File: config.mk
export PLATFORM = sky130hd
export DESIGN_NAME = uart_tx_fifo
export DESIGN_NICKNAME = d
export VERILOG_FILES = /design/src/rtl/uart_tx_fifo_pkg.sv /design/src/rtl/uart_tx_fifo_tx_fifo.sv /design/src/rtl/uart_tx_fifo.sv
export SDC_FILE = /design/constraint.sdc
export NUM_CORES = 1
export LEC_CHECK = 0
export CORE_MARGIN = 4
export CORE_UTILIZATION = 63
export CTS_BUF_LIST = sky130_fd_sc_hd__clkbuf_4
export DETAILED_ROUTE_END_ITERATION = 16
export PLACE_DENSITY = 0.82
export SLEW_MARGIN = 40
export SYNTH_ARGS = -nofsm -noshare
export SYNTH_HDL_FRONTEND = slang
export SYNTH_HIERARCHICAL = 1
export SYNTH_SLANG_ARGS = --single-unit
File: constraint.sdc
create_clock -name clk_50m -period 3.2 [get_ports clk_50m]
set_input_delay 0.64 -clock clk_50m [delete_from_list [all_inputs] [get_ports clk_50m]]
set_output_delay 0.64 -clock clk_50m [all_outputs]
set_load 0.1 [all_outputs]
File: src/rtl/uart_tx_fifo_pkg.sv
// uart_tx_fifo_pkg
// Shared definitions for the buffered UART transmitter:
//   tx_state_t      - transmitter FSM state encoding
//   PAR_*           - parity_mode encodings (2'b11 behaves as PAR_NONE)
//   parity_enabled  - true when a parity bit is inserted into the frame
package uart_tx_fifo_pkg;

  typedef enum logic [2:0] {
    ST_IDLE   = 3'd0,
    ST_DATA   = 3'd1,
    ST_PARITY = 3'd2,
    ST_STOP1  = 3'd3,
    ST_STOP2  = 3'd4
  } tx_state_t;

  localparam logic [1:0] PAR_NONE = 2'b00;
  localparam logic [1:0] PAR_EVEN = 2'b01;
  localparam logic [1:0] PAR_ODD  = 2'b10;

  function automatic logic parity_enabled(input logic [1:0] mode);
    return (mode == PAR_EVEN) || (mode == PAR_ODD);
  endfunction

endpackage

File: src/rtl/uart_tx_fifo_tx_fifo.sv
// tx_fifo
// Synchronous first-word-fall-through FIFO feeding the UART transmitter.
// Ports:
//   clk_50m, rst_n     - clock, asynchronous active-low reset
//   push, push_data    - write request and data
//   pop                - read request; pop_data is the head word
//   full, empty, level - occupancy status (level is 0..DEPTH)
// Handshake: a push is accepted on a rising edge when push=1 and full=0;
// a pop is accepted when pop=1 and empty=0. pop_data is valid whenever
// empty=0 and advances after an accepted pop. Rejected requests have no
// effect. An accepted push and pop in the same cycle leave level unchanged.
module tx_fifo #(
  parameter int DATA_W = 8,
  parameter int DEPTH  = 16
) (
  input  logic                       clk_50m,
  input  logic                       rst_n,
  input  logic                       push,
  input  logic [DATA_W-1:0]          push_data,
  input  logic                       pop,
  output logic [DATA_W-1:0]          pop_data,
  output logic                       full,
  output logic                       empty,
  output logic [$clog2(DEPTH):0]     level
);

  localparam int AW = (DEPTH > 1) ? $clog2(DEPTH) : 1;
  localparam int LW = $clog2(DEPTH) + 1;

  logic [DATA_W-1:0] mem [DEPTH];
  logic [AW-1:0]     wr_ptr;
  logic [AW-1:0]     rd_ptr;
  logic [LW-1:0]     count;
  logic              push_ok;
  logic              pop_ok;

  assign push_ok = push && !full;
  assign pop_ok  = pop && !empty;

  // Storage has no reset; only words covered by count are ever read.
  always_ff @(posedge clk_50m) begin
    if (push_ok) mem[wr_ptr] <= push_data;
  end

  // Pointers wrap naturally because DEPTH is a power of two.
  always_ff @(posedge clk_50m or negedge rst_n) begin
    if (!rst_n) begin
      wr_ptr <= '0;
      rd_ptr <= '0;
      count  <= '0;
    end else begin
      if (push_ok) wr_ptr <= wr_ptr + AW'(1);
      if (pop_ok)  rd_ptr <= rd_ptr + AW'(1);
      case ({push_ok, pop_ok})
        2'b10:   count <= count + LW'(1);
        2'b01:   count <= count - LW'(1);
        default: count <= count;
      endcase
    end
  end

  assign pop_data = mem[rd_ptr];
  assign full     = (count == LW'(DEPTH));
  assign empty    = (count == '0);
  assign level    = count;

endmodule

File: src/rtl/uart_tx_fifo.sv
// uart_tx_fifo
// Buffered UART transmitter: words written into a FIFO are sent as
// start / DATA_W data bits (LSB first) / optional parity / 1 or 2 stop bits.
// Every bit boundary is marked by a one-cycle clken tick.
// Ports:
//   clk_50m, rst_n          - clock, asynchronous active-low reset
//   din, wr_en              - FIFO write data and strobe
//   clken                   - bit-rate tick
//   parity_mode, stop2      - frame format, sampled when a word is popped
//   ovf_clr                 - clears the sticky overflow flag
//   tx, tx_busy             - serial line (idle high), frame in flight
//   full, empty, level      - FIFO status
//   overflow                - sticky: a write was attempted while full
//   state_dbg               - current transmitter FSM state
module uart_tx_fifo
  import uart_tx_fifo_pkg::*;
#(
  parameter int DATA_W = 8,
  parameter int DEPTH  = 16
) (
  input  logic                   clk_50m,
  input  logic                   rst_n,
  input  logic [DATA_W-1:0]      din,
  input  logic                   wr_en,
  input  logic                   clken,
  input  logic [1:0]             parity_mode,
  input  logic                   stop2,
  input  logic                   ovf_clr,
  output logic                   tx,
  output logic                   tx_busy,
  output logic                   full,
  output logic                   empty,
  output logic [$clog2(DEPTH):0] level,
  output logic                   overflow,
  output tx_state_t              state_dbg
);

  localparam int CW = (DATA_W > 1) ? $clog2(DATA_W) : 1;

  tx_state_t         state_q, state_n;
  logic              tx_q, tx_n;
  logic [DATA_W-1:0] shift_q, shift_n;
  logic [CW-1:0]     cnt_q, cnt_n;
  logic              par_q, par_n;
  logic [1:0]        mode_q, mode_n;
  logic              s2_q, s2_n;
  logic              pop;
  logic [DATA_W-1:0] fifo_data;
  logic              ovf_q;

  tx_fifo #(
    .DATA_W (DATA_W),
    .DEPTH  (DEPTH)
  ) u_fifo (
    .clk_50m   (clk_50m),
    .rst_n     (rst_n),
    .push      (wr_en),
    .push_data (din),
    .pop       (pop),
    .pop_data  (fifo_data),
    .full      (full),
    .empty     (empty),
    .level     (level)
  );

  // A write attempted while full sets the flag even if a pop frees a slot in
  // the same cycle; setting wins over a simultaneous clear.
  always_ff @(posedge clk_50m or negedge rst_n) begin
    if (!rst_n)              ovf_q <= 1'b0;
    else if (wr_en && full)  ovf_q <= 1'b1;
    else if (ovf_clr)        ovf_q <= 1'b0;
  end

  always_ff @(posedge clk_50m or negedge rst_n) begin
    if (!rst_n) begin
      state_q <= ST_IDLE;
      tx_q    <= 1'b1;
      shift_q <= '0;
      cnt_q   <= '0;
      par_q   <= 1'b0;
      mode_q  <= PAR_NONE;
      s2_q    <= 1'b0;
    end else begin
      state_q <= state_n;
      tx_q    <= tx_n;
      shift_q <= shift_n;
      cnt_q   <= cnt_n;
      par_q   <= par_n;
      mode_q  <= mode_n;
      s2_q    <= s2_n;
    end
  end

  // tx is registered: the value driven on a clken cycle is held for the whole
  // following bit interval. Going IDLE on the last stop clken lets the next
  // clken start a new frame with no gap.
  always_comb begin
    state_n = state_q;
    tx_n    = tx_q;
    shift_n = shift_q;
    cnt_n   = cnt_q;
    par_n   = par_q;
    mode_n  = mode_q;
    s2_n    = s2_q;
    pop     = 1'b0;
    if (clken) begin
      case (state_q)
        ST_IDLE: begin
          if (!empty) begin
            pop     = 1'b1;
            mode_n  = parity_mode;
            s2_n    = stop2;
            shift_n = fifo_data;
            cnt_n   = '0;
            par_n   = 1'b0;
            tx_n    = 1'b0;
            state_n = ST_DATA;
          end
        end
        ST_DATA: begin
          tx_n    = shift_q[0];
          shift_n = shift_q >> 1;
          par_n   = par_q ^ shift_q[0];
          cnt_n   = cnt_q + CW'(1);
          if (cnt_q == CW'(DATA_W - 1))
            state_n = parity_enabled(mode_q) ? ST_PARITY : ST_STOP1;
        end
        ST_PARITY: begin
          tx_n    = (mode_q == PAR_ODD) ? ~par_q : par_q;
          state_n = ST_STOP1;
        end
        ST_STOP1: begin
          tx_n    = 1'b1;
          state_n = s2_q ? ST_STOP2 : ST_IDLE;
        end
        ST_STOP2: begin
          tx_n    = 1'b1;
          state_n = ST_IDLE;
        end
        default: begin
          tx_n    = 1'b1;
          state_n = ST_IDLE;
        end
      endcase
    end
  end

  assign tx        = tx_q;
  assign tx_busy   = (state_q != ST_IDLE);
  assign overflow  = ovf_q;
  assign state_dbg = state_q;

endmodule

==> flow_summary.toml <==
[place]
placed_area_um2 = 7290
dpl.hpwl_um = 8690
gp_congestion = 0.800
io_buffers = 28
place_ws_ns = 0.0755

[clocking]
cts_setup_buffers = 0
cts_resized = 0
clockRootBuffer = "clkbuf_4"
cts.sinks = 161
clk_path_buf_depth = 2
postCtsHoldBufs = 0
cts_tree = "built"
cts_buffers = 17
clk_latency_ns = 0.52
clkTransAtPathRegs_ns = 0.13
htree_levels = 4

[critical_path]
critPathKind = "flop to flop"
cp-end-kind = "flop"
crit_arrival_ns = 3.31
crit_fanout = 10
start_kind = "flop"
cp.required_ns = 3.62
r2r_start = "u_fifo/level[2]"
cp-startpoint = "u_fifo/level[2]"

[sta]
finalSetupViolations = 0
skew_ns = 0.0121
final_max_slew_viol_count = 0
hold_violations = 0
period_share_pct = 90.3
finalSetupTns_ns = 0
setup_ws_ns = 0.309
rsz0062_at_grt = "no"
worst_slew_pin_slew_ns = 0.770
post-route-min-period_ns = 2.89
clock.fmax_ghz = 0.346
whs_ns = 0.499
slew_headroom_pct = 48.5

[logic_synthesis]
ys_seq_area_share_pct = 69.0
netlist_area_um2 = 6770
synthXorXnorAreaFrac_pct = 1.42
yosys.area_share.simple_pct = 4.93
synth_edf_count = 128
postSynthAreaPerCell_um2 = 15.8
ys_types = 45
synth-adder-area-share_pct = 2.51
synthCells = 428
synth_compound_area_share_pct = 7.89
ys.flop_type = "edfxtp_1"
yosysWarnings = 6
synthMuxAreaShare_pct = 11.1
async_flop_share_pct = 20.5
syn-num-nets = 457
synth_top_family_by_area = "multiplexers"
ys_ff_latch = 161

[detailed_routing]
via_per_inst = 6.07
drtIter0Drc = 345
num_vias = 3801
ant_nets = 0
routedWlPerCell_um = 20.3
firstDrtPassIters = 5
drc = 0
wirelength_um = 12700

[layout]
fill_cells = 666
fin_nets = 506
final_util_pct = 72.7
multi_input_area_um2 = 1920
n_antenna_cell = 0
areaGrowthSynthToFinish_pct = 11.8
stdcell_area_um2 = 7570
regArea_um2 = 4690
drive_above_1_share_pct = 22.4

[run]
drv_cap = 0

[global_route]
grt_max_degree = 34
grt_overflow = 0
antenna_found_initial = 0
grt_usage_pct = 21.7
grt_pass1_vias = 3899
grt_pass1_wl_um = 20600

[floorplan]
start_util_pct = 65.0
io_pins = 29
core_um2 = 10400
die_area_um2 = 12500
die_h_um = 112
row_count = 37
die-width_um = 112

[power]
cellLeakagePower_nw = 2.71
vdd_drop_max_mv = 0.609
power.density_nw_per_um2 = 864

[min_path]
hold_class = "input port to async pin"

[run_status]
status = "finished clean"
[stage by stage]
stage	instances	power [mW]
global route	626	6.92
floorplan	428	4.82
detailed placement	594	5.42
global placement	594	5.33
finish	626	6.55
CTS	626	6.58
[registers in the layout (all words and copies together) (netlist names)]
register       flops
state_dbg          3
cnt_q              3
shift_q            8
tx                 1
overflow           1
u_fifo/mem       128
par_q              1
u_fifo/rd_ptr      4
u_fifo/level       5
s2_q               1
mode_q             2
u_fifo/wr_ptr      4
[critical path, stage by stage, from the launching register on]
cell	delay, ns
dfrtp_4	0.53
nor4_4	0.31
and2b_4	0.25
inv_4	0.07
nand4_1	0.12
inv_1	0.06
nor2b_1	0.16
ha_4	0.19
ha_4	0.22
nor2b_1	0.12
o21ai_1	0.16
a21oi_1	0.08
or3b_1	0.36
xnor2_1	0.14
[cells by family after synthesis]
family,count (synthesis)
mux,53
xor+xnor,11
buf+inv,39
compound gates,87
flops,161
simple gates,64
fa+ha+maj,13
[power breakdown]
| group | switching, mW | total [mW] | leakage (nW) | internal (mW) |
|---|---|---|---|---|
| Sequential | 0.313 | 2.94 | 1.55 | 2.63 |
| Clock | 0.698 | 1.17 | 0.150 | 0.472 |
| Combinational | 1.48 | 2.44 | 1.01 | 0.957 |
| Total | 2.49 | 6.55 | 2.71 | 4.06 |
[layout by cell type, fill, tap and decap left out, types with 3 or more instances in the layout]
cell type | Yosys | layout
nand2b_1 | 3 | 3
mux2_1 | 3 | 3
nor2b_1 | 6 | 6
o21ai_0 | 25 | 24
mux4_2 | 16 | 16
inv_1 | 14 | 13
nand4_1 | 3 | 3
xnor2_1 | 7 | 7
a21oi_1 | 20 | 20
ha_1 | 12 | 10
and2_1 | 3 | 3
o22ai_1 | 15 | 15
clkbuf_4 | 0 | 17
xor2_1 | 4 | 4
dfrtp_4 | 0 | 3
a22oi_1 | 8 | 8
nor3_1 | 4 | 4
inv_6 | 0 | 4
a31oi_1 | 3 | 3
buf_4 | 0 | 37
clkdlybuf4s50_1 | 0 | 15
a221oi_1 | 8 | 8
nor2_1 | 14 | 14
dfrtp_1 | 32 | 26
a32o_1 | 3 | 3
edfxtp_1 | 128 | 128
mux2i_1 | 25 | 25
mux2_2 | 8 | 8
dfrtp_2 | 0 | 3
nand2_1 | 21 | 21
[Yosys cell counts (2+ instances only)]
cell | n | share of area, %
o21ai_0 | 25 | 1.8
a221oi_1 | 8 | 1.0
mux4_2 | 16 | 5.3
ha_1 | 12 | 2.2
and2_1 | 3 | 0.28
mux2i_1 | 25 | 3.7
clkbuf_1 | 7 | 0.39
a22oi_1 | 8 | 0.89
buf_6 | 6 | 1.0
a31oi_1 | 3 | 0.28
nand4_1 | 3 | 0.28
edfxtp_1 | 128 | 57
nand2b_1 | 3 | 0.28
nand3_1 | 2 | 0.15
o22ai_1 | 15 | 1.4
or4b_1 | 2 | 0.30
inv_1 | 14 | 0.78
nor2_1 | 14 | 0.78
a32o_1 | 3 | 0.44
dfrtp_1 | 32 | 12
xor2_1 | 4 | 0.52
nand2_1 | 21 | 1.2
nor3_1 | 4 | 0.30
inv_2 | 2 | 0.11
nor2b_1 | 6 | 0.55
a21oi_1 | 20 | 1.5
mux2_1 | 3 | 0.50
buf_2 | 8 | 0.59
a21o_1 | 2 | 0.22
mux2_2 | 8 | 1.3
xnor2_1 | 7 | 0.91
[per-layer routing]
layer / wire [µm] / part of all wire (%) / track usage (%)
met3: 651 / 5.1 / 3.70
met2: 6270 / 49 / 34.1
met1: 5460 / 43 / 30.9
met4: 297 / 2.3 / 8.19
met5: 0 / 0 / 0
[worst paths after layout]
kind / end / slack, ns / depth (start not counted)
max: u_fifo/level[4] / 0.31 / 13
min: shift_q[1] / 0.50 / 2
max reg2reg: u_fifo/level[4] / 0.31 / 13
min reg2reg: mode_q[0] / 0.51 / 1
max in group asynchronous: u_fifo/level[1] / 2.36 / 2
min in group clk_50m: mode_q[0] / 0.51 / 1
[cell type report]
class | count | share of cell area (%)
Clock inverter | 15 | 2.07
Multi-Input combinational cell | 228 | 25.4
Clock buffer | 17 | 1.69
Sequential cell | 161 | 61.9
Inverter | 16 | 0.826
Tap cell | 136 | 2.25
Timing Repair Buffer | 53 | 5.91
(Power assumes the default switching activity.)
